==> config.mk <==
export PLATFORM = sky130hd
export DESIGN_NAME = event_merge_map
export DESIGN_NICKNAME = d
export VERILOG_FILES = /design/src/rtl/event_order_pkg.sv /design/src/rtl/event_merge_map.sv
export SDC_FILE = /design/constraint.sdc
export NUM_CORES = 1
export LEC_CHECK = 0
export CAP_MARGIN = 10
export CORE_AREA = 2 2 39 41
export DETAILED_ROUTE_END_ITERATION = 12
export DIE_AREA = 0 0 41 43
export PLACE_DENSITY = 0.46
export RECOVER_POWER = 25
export SLEW_MARGIN = 40
export SYNTH_ARGS = -nofsm -noshare
export SYNTH_HDL_FRONTEND = slang
export SYNTH_SLANG_ARGS = --single-unit
export TNS_END_PERCENT = 50
==> constraint.sdc <==
create_clock -name vclk -period 0.91
set_clock_uncertainty 0.15 [all_clocks]
set_input_delay 0.182 -clock vclk [all_inputs]
set_output_delay 0.182 -clock vclk [all_outputs]
set_load 0.005 [all_outputs]
==> src/rtl/event_order_pkg.sv <==
// rtl/event_order_pkg.sv - shared types and helpers for the event order checker
package event_order_pkg;

   typedef enum logic [1:0] {
      FC_NONE  = 2'b00,
      FC_ORDER = 2'b01,
      FC_TMO   = 2'b10,
      FC_CFG   = 2'b11
   } fail_code_e;

   typedef enum logic [1:0] {
      IDLE,
      ARMED,
      PASS,
      FAIL
   } state_e;

   // Channel index width, kept at least one bit so a single-channel build still elaborates.
   function automatic int idx_width(input int n);
      return (n > 1) ? $clog2(n) : 1;
   endfunction

endpackage

==> src/rtl/event_merge_map.sv <==
// rtl/event_merge_map.sv - folds raw event lines onto logical channels by OR-reduction
module event_merge_map
   import event_order_pkg::*;
#(
   parameter int N_EVT = 4,
   localparam int IDX_W = idx_width(N_EVT)
) (
   input  logic [N_EVT-1:0]       evt,
   input  logic [N_EVT*IDX_W-1:0] map,
   output logic [N_EVT-1:0]       logical
);

   always_comb begin
      logical = '0;
      for (int j = 0; j < N_EVT; j++) begin
         for (int i = 0; i < N_EVT; i++) begin
            if (map[i*IDX_W +: IDX_W] == IDX_W'(j)) begin
               logical[j] = logical[j] | evt[i];
            end
         end
      end
   end

endmodule

==> impl_metrics.py, run 1 <==
metrics = {
    "yosys": {
        "ys_top_cells_by_area": "nand3_1 (11%), nand2_1 (11%), a31oi_1 (9.3%)",
        "yosys-top-cells-count": "nand2_1 (4), nand3_1 (3), a31oi_1 (2), inv_1 (2)",
        "syn-cell-area_um2": 135,
        "netlist-cell-type-count": 15,
        "yosysMostFrequentCell": "nand2_1",
        "syn_inst": 22,
        "synthDominantCellAreaShare_pct": 11.1,
        "avgSynthCellArea_um2": 6.14,
        "yosys.area.top_type": "nand3_1",
        "yosysSeqAreaShare_pct": 0,
        "yosysWarnings": 0,
        "synth_fp_nets": 34,
    },
    "sta": {
        "setup_viol": 4,
        "rsz0062_at_grt": "yes",
        "hold_violations": 0,
        "relSlewSlack_pct": 82.4,
        "fmax_mhz": 836,
        "tns_ns": -1.02,
        "min_period_ns": 1.20,
        "slew_viol_final": 0,
        "setup_slack_ns": -0.286,
        "holdWs_ns": 0.566,
        "fin_crit_sh_pct": 131,
        "worst_slew_pin_slew_ns": 0.263,
    },
    "detailed_routing": {
        "remaining_drc_errors": 0,
        "routedWlPerCell_um": 9.62,
        "viasPerCell": 4.22,
        "routed_wl_um": 577,
        "vias": 253,
        "drt_pass1_iterations": 1,
        "antenna_left": 0,
        "drt_iter0_markers": 0,
    },
    "cells_and_area": {
        "seqCellArea_um2": 0,
        "nFillCells": 164,
        "seq_cells": 0,
        "clock_buffers": 0,
        "drive_above_1_share_pct": 68.2,
        "nets": 58,
        "num_antenna_cells": 0,
        "fin_util_pct": 27.5,
        "syn_to_final_growth_pct": 181,
    },
    "floorplan": {
        "core-area_um2": 1380,
        "num_io_pins": 16,
        "die_w_um": 41,
        "die_area_um2": 1760,
        "num_rows": 14,
        "start_util_pct": 9.76,
        "die_y_um": 43,
    },
    "worst_hold_path": {
        "hold_start": "map[3]",
        "hold_path_class": "in2out",
    },
    "grt": {
        "grt_pass1_wl_um": 959,
        "grt_use_total_pct": 7.69,
        "grt_max_degree": 5,
        "grt.overflow.total": 0,
        "antenna_found_initial": 0,
        "grt_pass1_vias": 248,
    },
    "place": {
        "place.gp.congestion": 0.637,
        "dp_slack_ns": -1.08,
        "port_buffers": 16,
        "dp_hpwl_um": 454,
    },
    "worst_setup_path": {
        "worstSetupEndpointType": "primary output",
        "path_max_fanout": 4,
        "crit_path_start_kind": "input port",
        "critPathKind": "in2out",
        "required_ns": 0.58,
        "crit_start": "evt[2]",
        "cp.arrival_ns": 0.86,
    },
    "pwr": {
        "powerDensity_nw_per_um2": 441,
        "leakagePower_uw": 0.000173,
        "peakVddDrop_v": 0.000157,
    },
    "clock_network": {
        "hold_buffers": 0,
    },
    "status": {
        "status": "complete, but fails checks",
        "violations": "negative setup slack",
    },
    "flow_run": {
        "max-cap-violations": 0,
    },
}
placed cells by master, fill, tap and decap left out, types with 2 or more instances in the layout:
| cell type | count |
|---|---|
| nand2_1 | 4 |
| buf_4 | 4 |
| buf_2 | 9 |
| nand3_1 | 3 |
| clkdlybuf4s15_2 | 2 |
| buf_6 | 5 |
cell type report:
cell class / count / area [um^2] / share of cell area (%)
inverters: 2 / 7.51 / 1.97
repair buffers: 22 / 179 / 47.0
well taps: 16 / 20.0 / 5.26
multi-input cells: 20 / 174 / 45.7
power breakdown:
group	switching [uW]	total, uW	internal, uW
registers	0	0	0
logic	66.5	168	101
clock network	0	0	0
total	66.5	168	101
what timing repair did:
| item | in CTS | in global routing |
|---|---|---|
| pin swaps | 7 | 2 |
| setup buffers | 1 | 0 |
| resized for setup | 75 | 3 |
| setup endpoints to repair | 4 | 4 |
| gates cloned | 0 | 0 |
layer usage:
layer  global-route usage [%]  vias to the layer above  wire [um]
li1                         -                      133          -
met1                     9.18                      108        224
met2                     14.7                       12        281
met3                    0.524                        0         71
met4                        0                        0          0
met5                        0                        -          0
per-stage QoR:
stage	instance area, um^2	instances	power (uW)
2_1_floorplan	135	22	40.7
3_3_place_gp	353	59	166
3_5_place_dp	353	59	165
4_1_cts	367	60	162
5_1_grt	380	60	185
6_report	380	60	168
path summary, 6_finish.rpt:
kind / slack (ns) / end / cells after the start
setup / recovery: -0.29 / logical[2] / 5
hold / removal: 0.57 / logical[0] / 4
critical path, cell delays in order:
cell	delay, ns
buf_6	0.09
and3b_2	0.21
a31oi_4	0.14
o221ai_2	0.10
buf_2	0.13
cells by family (layout without fill, tap and decap cells):
logic type | after synthesis | count (layout) | synth area share, %
simple gates | 13 | 13 | 56.5
buf+inv | 2 | 24 | 5.56
compound gates | 7 | 7 | 38.0
Power figures use the tool's default switching activity.
==> run 2: changes to the inputs <==
--- a/config.mk
+++ b/config.mk
@@ -15,4 +15,4 @@
 export SYNTH_ARGS = -nofsm -noshare
 export SYNTH_HDL_FRONTEND = slang
 export SYNTH_SLANG_ARGS = --single-unit
-export TNS_END_PERCENT = 50
+export TNS_END_PERCENT = 10
==> results of run 2 <==
Final layout, timing and power as in run 1 (identical DEF).
==> run 3: changes to the inputs <==
--- a/config.mk
+++ b/config.mk
@@ -6,10 +6,12 @@
 export NUM_CORES = 1
 export LEC_CHECK = 0
 export CAP_MARGIN = 10
+export CELL_PAD_IN_SITES_DETAIL_PLACEMENT = 1
+export CELL_PAD_IN_SITES_GLOBAL_PLACEMENT = 1
 export CORE_AREA = 2 2 39 41
 export DETAILED_ROUTE_END_ITERATION = 12
 export DIE_AREA = 0 0 41 43
-export PLACE_DENSITY = 0.46
+export PLACE_DENSITY = 0.64
 export RECOVER_POWER = 25
 export SLEW_MARGIN = 40
 export SYNTH_ARGS = -nofsm -noshare
==> impl_metrics.py, run 3 (same netlist as run 1, synthesis figures left out) <==
metrics = {
    "sta": {
        "fmax_mhz": 809,
        "setup_viol": 4,
        "rsz0062_at_grt": "yes",
        "fin_crit_sh_pct": 136,
        "setup_slack_ns": -0.326,
        "slew_viol_final": 0,
        "worst_slew_pin_slew_ns": 0.235,
        "tns_ns": -1.02,
        "relSlewSlack_pct": 84.3,
        "hold_violations": 0,
        "min_period_ns": 1.24,
    },
    "detailed_routing": {
        "drt_pass1_iterations": 1,
        "antenna_left": 0,
        "viasPerCell": 4.24,
        "remaining_drc_errors": 0,
        "drt_iter0_markers": 0,
        "vias": 250,
        "routedWlPerCell_um": 10.3,
        "routed_wl_um": 607,
    },
    "cells_and_area": {
        "final_cell_mix": "buf_2 (9), buf_6 (6), nand2_1 (4)",
        "final_common_cell": "buf_2",
        "clock_buffers": 0,
        "drive_above_1_share_pct": 58.1,
        "num_antenna_cells": 0,
        "seqCellArea_um2": 0,
        "seq_cells": 0,
        "nFillCells": 176,
        "multiInputGateArea_um2": 156,
        "syn_to_final_growth_pct": 151,
        "nets": 57,
        "fin_cells": 59,
    },
    "grt": {
        "antenna_found_initial": 0,
        "grt.overflow.total": 0,
        "grt_max_degree": 5,
        "grt_pass1_vias": 222,
        "grt_pass1_wl_um": 841,
        "grt_use_total_pct": 6.49,
    },
    "clock_network": {
        "hold_buffers": 0,
        "post_cts_buffers": 0,
    },
    "floorplan": {
        "die_y_um": 43,
        "num_rows": 14,
        "num_io_pins": 16,
        "start_util_pct": 9.76,
        "die_w_um": 41,
        "die_area_um2": 1760,
        "core-area_um2": 1380,
    },
    "status": {
        "status": "complete, but fails checks",
        "violations": "negative setup slack",
    },
    "worst_setup_path": {
        "crit_chain": "buf_6 -> or3b_1 -> o311ai_2 -> buf_2",
        "path_max_fanout": 2,
        "crit_end": "logical[0]",
        "max_stage_delay_ns": 0.38,
        "crit_start": "map[3]",
        "required_ns": 0.58,
        "cp_slowest_cell": "or3b_1",
        "crit_path_start_kind": "input port",
        "worstSetupEndpointType": "primary output",
        "critPathKind": "in2out",
        "cp.arrival_ns": 0.90,
    },
    "place": {
        "place.gp.congestion": 0.670,
        "dp_hpwl_um": 501,
        "dp_slack_ns": -1.07,
        "place_inst": 59,
        "port_buffers": 16,
    },
    "pwr": {
        "power.total_uw": 152,
        "intPower_uw": 90.2,
        "switchingPower_uw": 61.5,
        "comb_power_share_pct": 100.0,
        "powerDensity_nw_per_um2": 447,
        "power_frac_seq_pct": 0,
        "switching_share_pct": 40.5,
        "p_clk_share_pct": 0,
        "peakVddDrop_v": 0.000144,
        "leakagePower_uw": 0.000164,
    },
    "worst_hold_path": {
        "hold_path_class": "in2out",
    },
    "flow_run": {
        "max-cap-violations": 0,
    },
}
run 3: cell types whose count changed in the layout (fill, tap and decap cells not counted), sizes merged:
cell / previous run / this run
clkdlybuf4s15: 3 / 1
buf: 19 / 18
clkbuf: 0 / 2
run 3: worst min path at each step:
| stage | startpoint | endpoint | slack [ns] | depth (start not counted) |
|---|---|---|---|---|
| after floorplan | map[3] | logical[1] | 0.30 | 1 |
| after detailed placement | evt[0] | logical[0] | 1.30 | 4 |
| after CTS | map[3] | logical[0] | 0.61 | 4 |
| after global placement | evt[0] | logical[0] | 1.26 | 4 |
| final | map[1] | logical[0] | 0.56 | 3 |
| after global routing | map[1] | logical[0] | 0.59 | 3 |
run 3: area by class of cell:
type	instances	share of cell area, %
inverters	2	2.21
multi-input cells	20	46.1
well taps	16	5.90
repair buffers	21	45.8
run 3: worst max-delay path: cells and delay by family:
kind	cells	cell delay, ns
and+or+nand+nor	1	0.38
AOI/OAI and AO/OA	1	0.09
buffers and inverters	2	0.25
run 3: what timing repair did:
item | in CTS | in global routing
endpoints found under the setup margin | 4 | 4
pin swaps | 10 | 2
gates resized for setup | 68 | 5
hold endpoints to repair | 0 | 0
run 3: power by group through the flow:
stage | clock [uW] | combinational, uW | sequential, uW
floorplan | 0 | 40.7 | 0
global placement | 0 | 164 | 0
detailed placement | 0 | 167 | 0
CTS | 0 | 156 | 0
global route | 0 | 165 | 0
finish | 0 | 152 | 0
run 3: stage by stage:
step | cell area, um^2 | util, % | hold WS [ns]
after floorplan | 135 | - | 0.304
after global placement | 353 | 25.5 | 1.26
after detailed placement | 353 | 25.5 | 1.30
after CTS | 353 | 25.5 | 0.610
after global routing | 339 | 24.5 | 0.587
final | 339 | 24.5 | 0.563
run 3: routing by layer:
layer  GRT usage, %  routed length, um  vias to the layer above
li1               -                  -                      129
met1           8.23                255                      109
met2           12.2                289                       12
met3              0                 61                        0
met4              0                  0                        0
met5              0                  0                        -
